## config.mk

```make
export PLATFORM = sky130hd
export DESIGN_NAME = ir_cmd_decoder
export DESIGN_NICKNAME = d
export VERILOG_FILES = /design/src/rtl/ir_cmd_pkg.sv /design/src/rtl/dir_fifo.sv /design/src/rtl/ir_cmd_decoder.sv
export SDC_FILE = /design/constraint.sdc
export NUM_CORES = 1
export LEC_CHECK = 0
export ABC_AREA = 1
export CORE_MARGIN = 10
export CORE_UTILIZATION = 50
export CTS_CLUSTER_SIZE = 25
export DETAILED_ROUTE_END_ITERATION = 10
export PLACE_DENSITY = 0.74
export SYNTH_ARGS = -nofsm -noshare
export SYNTH_HDL_FRONTEND = slang
export SYNTH_SLANG_ARGS = --single-unit
```

## constraint.sdc

```tcl
create_clock -name clk -period 2.4 [get_ports clk]
set_clock_uncertainty 0.2 [all_clocks]
set_input_delay 0.48 -clock clk [delete_from_list [all_inputs] [get_ports clk]]
set_output_delay 0.48 -clock clk [all_outputs]
set_load 0.02 [all_outputs]
```

## src/rtl/ir_cmd_pkg.sv

```systemverilog
// Shared types and NEC constants for the IR command decoder.
package ir_cmd_pkg;

  typedef enum logic [1:0] {
    DIR_UP    = 2'd0,
    DIR_DOWN  = 2'd1,
    DIR_LEFT  = 2'd2,
    DIR_RIGHT = 2'd3
  } dir_t;

  typedef enum logic [1:0] {
    ST_IDLE   = 2'd0,
    ST_SETTLE = 2'd1,
    ST_CHECK  = 2'd2
  } state_t;

  localparam logic [7:0] NEC_ADDR      = 8'h20;
  localparam logic [7:0] NEC_CMD_UP    = 8'h6A;
  localparam logic [7:0] NEC_CMD_DOWN  = 8'hEA;
  localparam logic [7:0] NEC_CMD_LEFT  = 8'h1A;
  localparam logic [7:0] NEC_CMD_RIGHT = 8'h9A;
  localparam logic [7:0] NEC_CMD_ENTER = 8'h5A;

  // Up/down differ only in bit 0, as do left/right.
  function automatic logic is_opposite(input dir_t a, input dir_t b);
    return (a[1] == b[1]) && (a[0] != b[0]);
  endfunction

endpackage

```

## src/rtl/dir_fifo.sv

```systemverilog
// Two-entry direction queue; a pop and a push in the same cycle both take effect.
module dir_fifo
  import ir_cmd_pkg::*;
(
  input  logic       clk,
  input  logic       reset,
  input  logic       push,
  input  logic       pop,
  input  dir_t       din,
  output dir_t       head,
  output dir_t       tail,
  output logic [1:0] level,
  output logic       full,
  output logic       empty
);

  dir_t       mem [2];
  logic [1:0] lvl;
  logic       do_pop;
  logic       do_push;

  assign full    = (lvl == 2'd2);
  assign empty   = (lvl == 2'd0);
  assign do_pop  = pop && !empty;
  assign do_push = push && (!full || do_pop);

  always_ff @(posedge clk) begin
    if (reset) begin
      lvl <= 2'd0;
    end else begin
      case ({do_push, do_pop})
        2'b10:   lvl <= lvl + 2'd1;
        2'b01:   lvl <= lvl - 2'd1;
        default: lvl <= lvl;
      endcase
    end
  end

  // Storage carries no reset; the level alone says which entries are live.
  always_ff @(posedge clk) begin
    case ({do_push, do_pop})
      2'b10: begin
        if (lvl == 2'd0) mem[0] <= din;
        else             mem[1] <= din;
      end
      2'b01: mem[0] <= mem[1];
      2'b11: begin
        if (lvl == 2'd2) begin
          mem[0] <= mem[1];
          mem[1] <= din;
        end else begin
          mem[0] <= din;
        end
      end
      default: ;
    endcase
  end

  assign head  = mem[0];
  assign tail  = (lvl == 2'd2) ? mem[1] : mem[0];
  assign level = lvl;

endmodule

```

## src/rtl/ir_cmd_decoder.sv

```systemverilog
// Settles, validates and queues NEC IR frames into game directions and ENTER pulses.
// Define IR_CMD_REVERSE_BLOCK_EN to discard directions opposite to the reference direction.
module ir_cmd_decoder
  import ir_cmd_pkg::*;
#(
  parameter int         STABLE_CYCLES = 64,
  parameter logic [7:0] ADDR          = NEC_ADDR,
  parameter logic [7:0] CMD_UP        = NEC_CMD_UP,
  parameter logic [7:0] CMD_DOWN      = NEC_CMD_DOWN,
  parameter logic [7:0] CMD_LEFT      = NEC_CMD_LEFT,
  parameter logic [7:0] CMD_RIGHT     = NEC_CMD_RIGHT,
  parameter logic [7:0] CMD_ENTER     = NEC_CMD_ENTER
) (
  input  logic        clk,
  input  logic        reset,
  input  logic [31:0] word,
  input  logic        game_tick,
  output logic [1:0]  dir,
  output logic        dir_changed,
  output logic        enter,
  output logic        cmd_err,
  output logic [1:0]  fifo_level
);

  localparam int                CNT_W    = $clog2(STABLE_CYCLES);
  localparam logic [CNT_W-1:0]  CNT_LAST = CNT_W'(STABLE_CYCLES - 1);

  state_t            state, state_nxt;
  logic [31:0]       cand, cand_nxt;
  logic [31:0]       last_word, last_word_nxt;
  logic [CNT_W-1:0]  cnt, cnt_nxt;
  logic              push_req, enter_nxt, err_nxt, frame_ok;
  dir_t              push_dir;
  logic [7:0]        cmd;

  dir_t              dir_q, ref_dir, fifo_head, fifo_tail;
  logic              fifo_full, fifo_empty, pop, push_ok;
  logic              dir_changed_p1, enter_p1, cmd_err_p1;

  assign cmd      = cand[15:8];
  assign frame_ok = (cand[31:24] == ~cand[23:16]) && (cand[15:8] == ~cand[7:0]);

  always_comb begin
    state_nxt     = state;
    cand_nxt      = cand;
    cnt_nxt       = cnt;
    last_word_nxt = last_word;
    push_req      = 1'b0;
    push_dir      = DIR_UP;
    enter_nxt     = 1'b0;
    err_nxt       = 1'b0;
    case (state)
      ST_IDLE: begin
        if (word != last_word) begin
          cand_nxt  = word;
          cnt_nxt   = '0;
          state_nxt = ST_SETTLE;
        end
      end
      ST_SETTLE: begin
        if (word != cand) begin
          cand_nxt = word;
          cnt_nxt  = '0;
        end else if (cnt == CNT_LAST) begin
          state_nxt = ST_CHECK;
        end else begin
          cnt_nxt = cnt + 1'b1;
        end
      end
      ST_CHECK: begin
        state_nxt     = ST_IDLE;
        last_word_nxt = cand;
        if (!frame_ok) begin
          err_nxt = 1'b1;
        end else if (cand[31:24] == ADDR) begin
          if (cmd == CMD_ENTER) begin
            enter_nxt = 1'b1;
          end else if (cmd == CMD_UP) begin
            push_req = 1'b1;
            push_dir = DIR_UP;
          end else if (cmd == CMD_DOWN) begin
            push_req = 1'b1;
            push_dir = DIR_DOWN;
          end else if (cmd == CMD_LEFT) begin
            push_req = 1'b1;
            push_dir = DIR_LEFT;
          end else if (cmd == CMD_RIGHT) begin
            push_req = 1'b1;
            push_dir = DIR_RIGHT;
          end
        end
      end
      default: state_nxt = ST_IDLE;
    endcase
  end

  // Push filtering compares against where the snake will be heading once the queue drains.
  assign pop     = game_tick && !fifo_empty;
  assign ref_dir = fifo_empty ? dir_q : fifo_tail;
`ifdef IR_CMD_REVERSE_BLOCK_EN
  assign push_ok = push_req && (push_dir != ref_dir) && !is_opposite(push_dir, ref_dir)
                   && (!fifo_full || pop);
`else
  assign push_ok = push_req && (push_dir != ref_dir) && (!fifo_full || pop);
`endif

  dir_fifo u_fifo (
    .clk   (clk),
    .reset (reset),
    .push  (push_ok),
    .pop   (pop),
    .din   (push_dir),
    .head  (fifo_head),
    .tail  (fifo_tail),
    .level (fifo_level),
    .full  (fifo_full),
    .empty (fifo_empty)
  );

  // Stage p1: registered state and output pulses.
  always_ff @(posedge clk) begin
    if (reset) begin
      state          <= ST_IDLE;
      cand           <= '0;
      cnt            <= '0;
      last_word      <= '0;
      dir_q          <= DIR_RIGHT;
      dir_changed_p1 <= 1'b0;
      enter_p1       <= 1'b0;
      cmd_err_p1     <= 1'b0;
    end else begin
      state          <= state_nxt;
      cand           <= cand_nxt;
      cnt            <= cnt_nxt;
      last_word      <= last_word_nxt;
      if (pop) dir_q <= fifo_head;
      dir_changed_p1 <= pop;
      enter_p1       <= enter_nxt;
      cmd_err_p1     <= err_nxt;
    end
  end

  assign dir         = dir_q;
  assign dir_changed = dir_changed_p1;
  assign enter       = enter_p1;
  assign cmd_err     = cmd_err_p1;

endmodule

```

==> flow_summary.json, run 1 <==
{
  "fill_cells": 709,
  "startpoint_type": "register",
  "detailed_place_hpwl_um": 9320,
  "rsz0062_at_grt": "true",
  "nets": 828,
  "synth_fp_nets": 699,
  "worstMarginPinSlew_ns": 0.377,
  "hold_depth": 3,
  "vias_per_cell": 5.22,
  "drive_gt1_share_pct": 22.8,
  "crit_slowest_cell": "dfxtp_1",
  "critical_path_class": "reg2reg",
  "finalSetupViolations": 7,
  "arrival_ns": 2.60,
  "timing.final.crit_share_pct": 108,
  "seqCellArea_um2": 1720,
  "drtPass1Iterations": 5,
  "clk_latency_ns": 0.37,
  "final.min_clock_period_ns": 2.58,
  "critical_path.cell_chain": "xor2_2 > nand2_1 > nor2_1 > nand2_1 > nor2_4 > nand3_2 > buf_4 > buf_4 > buf_4 > buf_4 > buf_4 > buf_4 > buf_4 > a21oi_1",
  "slowest_delay_ns": 0.39,
  "async_reset_ff_share_pct": 0,
  "syn-instance-count": 660,
  "regToRegEndpoint": "u_fifo.mem[0][1]",
  "outcome": "finished, violations left",
  "cp.required_ns": 2.42,
  "r2r_cells": 14,
  "htreeDepth": 3,
  "dr.max_layer_used": "met4",
  "totalWireLength_um": 13100,
  "antenna_found_initial": 0,
  "wl_met1_um": 5630,
  "rows": 34,
  "drt-wirelength-per-cell_um": 14.6,
  "initial_core_util_pct": 51.6,
  "ys_types": 33,
  "cts_root_buffer": "clkbuf_8",
  "final_common_cell": "nor2_1",
  "cts.sinks": 83,
  "drtAntennaViolNets": 0,
  "die_h_um": 115,
  "cp-end-kind": "register",
  "route.detailed.drc": 0,
  "cp_max_fo": 2,
  "worstHoldStart": "word[1]",
  "die_area_um2": 13300,
  "synth_enable_flop_cells": 4,
  "pin_count": 42,
  "relSlewSlack_pct": 74.8,
  "maxSlewViolCount": 0,
  "fin_ws_ns": -0.180,
  "hold_class": "in2reg",
  "place_area_um2": 5640,
  "power.density_nw_per_um2": 523,
  "ys_seq_area_share_pct": 37.4,
  "place_congestion": 0.867,
  "ys_ff_latch": 83,
  "core_area_um2": 8810,
  "first_iter_violations": 300,
  "num_vias": 4706,
  "grt_overflow_total": 0,
  "fmax_ghz": 0.388,
  "ys.flop_type": "dfxtp_1",
  "grt_max_degree": 71,
  "reg2reg_slack_ns": -0.18,
  "io_buffers": 41,
  "wl_met3_um": 742,
  "multi_input_area_um2": 2670,
  "grt_usage_pct": 19.8,
  "ys_warn_count": 0,
  "mostFrequentLayoutCells": "nor2_1, nand2_1, buf_4",
  "peakVddDrop_mv": 0.378,
  "cts_inserted_buffers": 9,
  "die_w_um": 115,
  "syn_avg_cell_area_um2": 6.89,
  "clk_pin_slew_ns": 0.08,
  "design_area_um2": 6140,
  "cap_violations": 0,
  "synthesis.area_um2": 4550,
  "min_to": "cand[1]",
  "hold_violations": 0,
  "post-route-util_pct": 69.8,
  "reg2reg_from": "cand[17]",
  "leakage_nw": 2.74,
  "tritoncts": "built",
  "antenna_cells": 0,
  "grt_pass1_vias": 4609,
  "violations": "negative setup slack",
  "cts_buffer_depth": 2,
  "area.growth.synth_to_final_pct": 35.2,
  "cp_common_cell": "buf_4",
  "grt_pass1_wl_um": 21400,
  "dr_wl_met2_um": 6410,
  "holdWs_ns": 0.256
}
-- what timing repair did --
item,CTS,global route
gates resized for setup,33,31
hold buffers,0,0
setup endpoints to repair,8,20
pin swaps,7,14
buffers inserted,9,5
-- synthesized netlist by cell type (2+ instances only) --
cell,instances,area (um^2)
nand3_1,22,110
clkbuf_1,14,52.6
buf_2,2,10.0
a21oi_1,30,150
nor2_1,145,544
xor2_1,14,123
clkbuf_2,3,15.0
nor3b_1,2,15.0
ha_1,4,50.1
nand4_1,13,81.3
inv_2,2,7.51
nand2_2,4,25.0
o21ai_0,56,280
edfxtp_1,4,120
inv_1,45,169
or2_2,2,12.5
or2_0,2,12.5
nor3_1,5,25.0
nor2_2,4,25.0
dfxtp_1,79,1580
a22o_1,2,17.5
o21ai_1,12,60.1
buf_6,6,67.6
xnor2_1,50,438
nand2_1,129,484
or2_1,2,12.5
-- cell type report --
class	count	area share [%]
clock buffers	11	2.30
clock inverters	5	0.977
inverters	49	3.03
multi-input cells	503	43.5
flip-flops and latches	83	28.1
well taps	108	2.20
repair buffers	143	19.9
-- kinds of logic (layout without fill, tap and decap cells) --
kind of cell	after synthesis	in the layout	synth area share, %
DFF	83	83	37.4
and+or+nand+nor	333	333	30.3
xor gates and xnor gates	64	64	12.3
buffers and inverters	74	208	7.29
AOI/OAI and AO/OA	102	102	11.6
adders and majority gates	4	4	1.10
-- worst max-delay path, delay by kind of cell, from the launching register on --
| kind | cells | cell delay, ns |
|---|---|---|
| AOI/OAI and AO/OA | 1 | 0.13 |
| xor gates and xnor gates | 1 | 0.23 |
| buffers and inverters | 7 | 0.89 |
| DFF | 1 | 0.39 |
| and+or+nand+nor | 5 | 0.60 |
-- state kept, by name, summed over array words and instances (netlist names) --
name,count
last_word,32
cmd_err,1
u_fifo.level,2
dir_changed,1
u_fifo.mem,4
dir,2
cand,32
state,2
enter,1
cnt,6
-- metrics by stage --
stage / setup slack, ns / total power, mW / TNS, ns / instances
floorplan: 0.00346 / 1.83 / 0 / 660
global placement: -0.268 / 2.13 / -9.36 / 872
detailed placement: -0.380 / 2.14 / -11.12 / 872
CTS: -0.0759 / 3.20 / -0.231 / 897
global route: -0.304 / 3.33 / -1.80 / 902
finish: -0.180 / 3.22 / -0.475 / 902
-- worst max-delay path by stage --
stage	to	cells past startpoint	from	slack, ns
floorplan	u_fifo.mem[1][0]	13	u_fifo.level[0]	0.003
global placement	cnt[3]	13	word[4]	-0.27
detailed placement	u_fifo.mem[0][1]	15	cand[24]	-0.38
CTS	u_fifo.mem[0][1]	17	cand[18]	-0.08
global route	u_fifo.mem[0][1]	19	cand[19]	-0.30
finish	u_fifo.mem[0][1]	14	cand[17]	-0.18
-- where the power goes --
part	internal (mW)	leakage (nW)	switching [mW]	total (mW)
clock	0.514	0.0965	0.542	1.06
sequential	1.44	0.687	0.0559	1.50
combinational	0.334	1.95	0.331	0.665
-- metal layers --
metal  track usage, %  up-vias
met2             34.1      135
met1             23.5     2197
li1                 -     2345
met4             8.87        0
met5                0        -
met3             3.70       29
Power figures use the tool's default switching activity.
==> inputs of run 2 (changes only) <==
--- a/config.mk
+++ b/config.mk
@@ -6,11 +6,12 @@
 export NUM_CORES = 1
 export LEC_CHECK = 0
 export ABC_AREA = 1
-export CORE_MARGIN = 10
+export CAP_MARGIN = 20
 export CORE_UTILIZATION = 50
 export CTS_CLUSTER_SIZE = 25
 export DETAILED_ROUTE_END_ITERATION = 10
 export PLACE_DENSITY = 0.74
 export SYNTH_ARGS = -nofsm -noshare
 export SYNTH_HDL_FRONTEND = slang
+export SYNTH_HIERARCHICAL = 1
 export SYNTH_SLANG_ARGS = --single-unit
==> flow_summary.json, run 2 <==
{
  "violations": "negative setup slack",
  "startpoint_type": "register",
  "fin_ws_ns": -0.121,
  "drt-wirelength-per-cell_um": 14.8,
  "outcome": "finished, violations left",
  "synth-simple-area-share_pct": 31.6,
  "hold_class": "in2reg",
  "synth_top_area_cell": "dfxtp_1",
  "die_w_um": 98.9,
  "cts_root_buffer": "clkbuf_8",
  "critical_path.cell_chain": "buf_4 > inv_1 > nor2_2 > nand4_1 > a21oi_2 > nand3_2 > nand2_2 > nand2_2 > a21oi_2 > o21ai_2 > inv_2 > ha_4 > inv_2 > nand2_2 > nand2_2 > nand2_2 > nand2_1",
  "maxSlewViolCount": 0,
  "clk_pin_slew_ns": 0.09,
  "die_area_um2": 9770,
  "fin_cells": 905,
  "syn_avg_cell_area_um2": 6.96,
  "pin_count": 42,
  "grt_pass1_vias": 4545,
  "rsz0062_at_grt": "true",
  "grt_max_degree": 68,
  "cp_max_fo": 4,
  "cp_common_cell": "nand2_2",
  "async_reset_ff_share_pct": 0,
  "synth_top_family_by_area": "simple AND/OR/NAND/NOR gates",
  "reg2reg_from": "cand[13]",
  "drtAntennaViolNets": 0,
  "fmax_ghz": 0.397,
  "post-route-util_pct": 71.3,
  "worstHoldStart": "word[23]",
  "route.detailed.drc": 0,
  "clk_latency_ns": 0.36,
  "synth_xor_area_share_pct": 11.8,
  "cts.sinks": 83,
  "regToRegEndpoint": "u_fifo/mem[0][0]",
  "critical_path_class": "reg2reg",
  "slowest_delay_ns": 0.36,
  "relSlewSlack_pct": 69.8,
  "cts_inserted_buffers": 9,
  "r2r_cells": 17,
  "worstMarginPinSlew_ns": 0.452,
  "core_area_um2": 8890,
  "synthesis.area_um2": 4690,
  "final.min_clock_period_ns": 2.52,
  "synthTopCellsByCount": "nand2_1, nor2_1, dfxtp_1",
  "final_common_cell": "nand2_1",
  "mostFrequentLayoutCells": "nand2_1, nor2_1, buf_4",
  "yosysMostFrequentCell": "nand2_1",
  "yosys-top-cells-area": "dfxtp_1, nand2_1, nor2_1",
  "initial_core_util_pct": 52.8,
  "vias_per_cell": 5.31,
  "ys_ff_latch": 83,
  "power.density_nw_per_um2": 517,
  "min_to": "cand[23]",
  "place_congestion": 0.857,
  "ys_seq_area_share_pct": 36.3,
  "drive_gt1_share_pct": 25.6,
  "leakage_nw": 2.77,
  "synthAdderAreaFrac_pct": 1.07,
  "totalWireLength_um": 13400,
  "nets": 831,
  "cp.required_ns": 2.33,
  "grt_overflow_total": 0,
  "synth_top_area_share_pct": 33.7,
  "arrival_ns": 2.45,
  "finalSetupViolations": 7,
  "antenna_cells": 0,
  "cap_violations": 0,
  "hold_depth": 3,
  "die_h_um": 98.9,
  "ys_warn_count": 6,
  "dp.cells": 879,
  "htreeDepth": 3,
  "first_iter_violations": 325,
  "grt_pass1_wl_um": 21100,
  "synth.area.mux_share_pct": 0,
  "crit_slowest_cell": "dfxtp_2",
  "rows": 34,
  "synth_fp_nets": 713,
  "timing.final.crit_share_pct": 105,
  "cp-end-kind": "register",
  "reg_top3": "cand x32, last_word x32, cnt x6",
  "cts_buffer_depth": 2,
  "total_power_mw": 3.28,
  "synth_enable_flop_cells": 4,
  "io_buffers": 41,
  "grt_usage_pct": 27.3,
  "peakVddDrop_mv": 0.328,
  "hold_violations": 0,
  "syn-instance-count": 674,
  "ys.flop_type": "dfxtp_1",
  "antenna_found_initial": 0,
  "synth_compound_area_share_pct": 10.6,
  "ys_types": 37,
  "fill_cells": 666,
  "num_vias": 4808,
  "tritoncts": "built",
  "reg2reg_slack_ns": -0.12,
  "drtPass1Iterations": 5,
  "area.growth.synth_to_final_pct": 35.2,
  "detailed_place_hpwl_um": 8670
}
-- run 2: final cells by class --
cell class	count	area [um^2]	share of cell area, %
clock buffers	11	131	2.07
clock inverters	5	77.6	1.22
inverters	60	240	3.79
multi-input cells	507	2840	44.8
flip-flops and latches	83	1750	27.6
well taps	108	135	2.13
repair buffers	131	1170	18.4
-- run 2: cell families after synthesis --
kind of cell,Yosys count
and+or+nand+nor,342
DFF,83
adders and majority gates,4
xor gates and xnor gates,63
AOI/OAI and AO/OA,98
buffers and inverters,84
-- run 2: per-layer routing --
| layer | share of wire [%] | vias to the layer above | wire length [um] | global-route usage (%) |
|---|---|---|---|---|
| met2 | 49 | 180 | 6530 | 46.4 |
| met5 | 0 | - | 0 | 0 |
| met1 | 42 | 2249 | 5550 | 34.4 |
| met4 | 3.0 | 0 | 396 | 10.1 |
| li1 | - | 2345 | - | - |
| met3 | 6.6 | 34 | 885 | 5.32 |
-- run 2: worst max-delay path by stage --
stage                    from               end  slack, ns  cells after the start
finish               cand[13]  u_fifo/mem[0][0]      -0.12                     17
global route         cand[13]  u_fifo/mem[0][0]      -0.29                     16
CTS                  cand[11]  u_fifo/mem[1][1]      -0.03                     13
detailed placement  game_tick  u_fifo/mem[0][1]      -0.33                     15
global placement    game_tick  u_fifo/mem[0][1]      -0.28                     15
floorplan            cand[30]  u_fifo/mem[0][0]      0.007                     18
-- run 2: power by group --
part | total [mW] | switching, mW | internal [mW]
clock network | 1.11 | 0.529 | 0.584
registers | 1.51 | 0.0642 | 1.44
logic | 0.662 | 0.347 | 0.315
-- run 2: stage by stage --
stage / worst slack, ns / TNS [ns] / area [um^2] / hold slack [ns]
4_1_cts: -0.0283 / -0.121 / 6170 / 0.285
3_5_place_dp: -0.332 / -11.08 / 5720 / 0.272
3_3_place_gp: -0.282 / -9.06 / 5720 / 0.255
2_1_floorplan: 0.00693 / 0 / 4720 / 0.244
5_1_grt: -0.289 / -2.47 / 6340 / 0.290
6_report: -0.121 / -0.723 / 6340 / 0.258
-- run 2: critical path: cells and delay by family (launching register included) --
family | cells | cell delay, ns
compound gates | 3 | 0.46
buf+inv | 4 | 0.31
simple gates | 9 | 0.80
fa+ha+maj | 1 | 0.15
flops | 1 | 0.36
-- run 2: repair_timing --
item | in CTS | in global routing
resized for setup | 49 | 43
pin swaps | 16 | 21
buffers inserted | 7 | 3
setup endpoints to repair | 8 | 20
hold buffers | 0 | 0
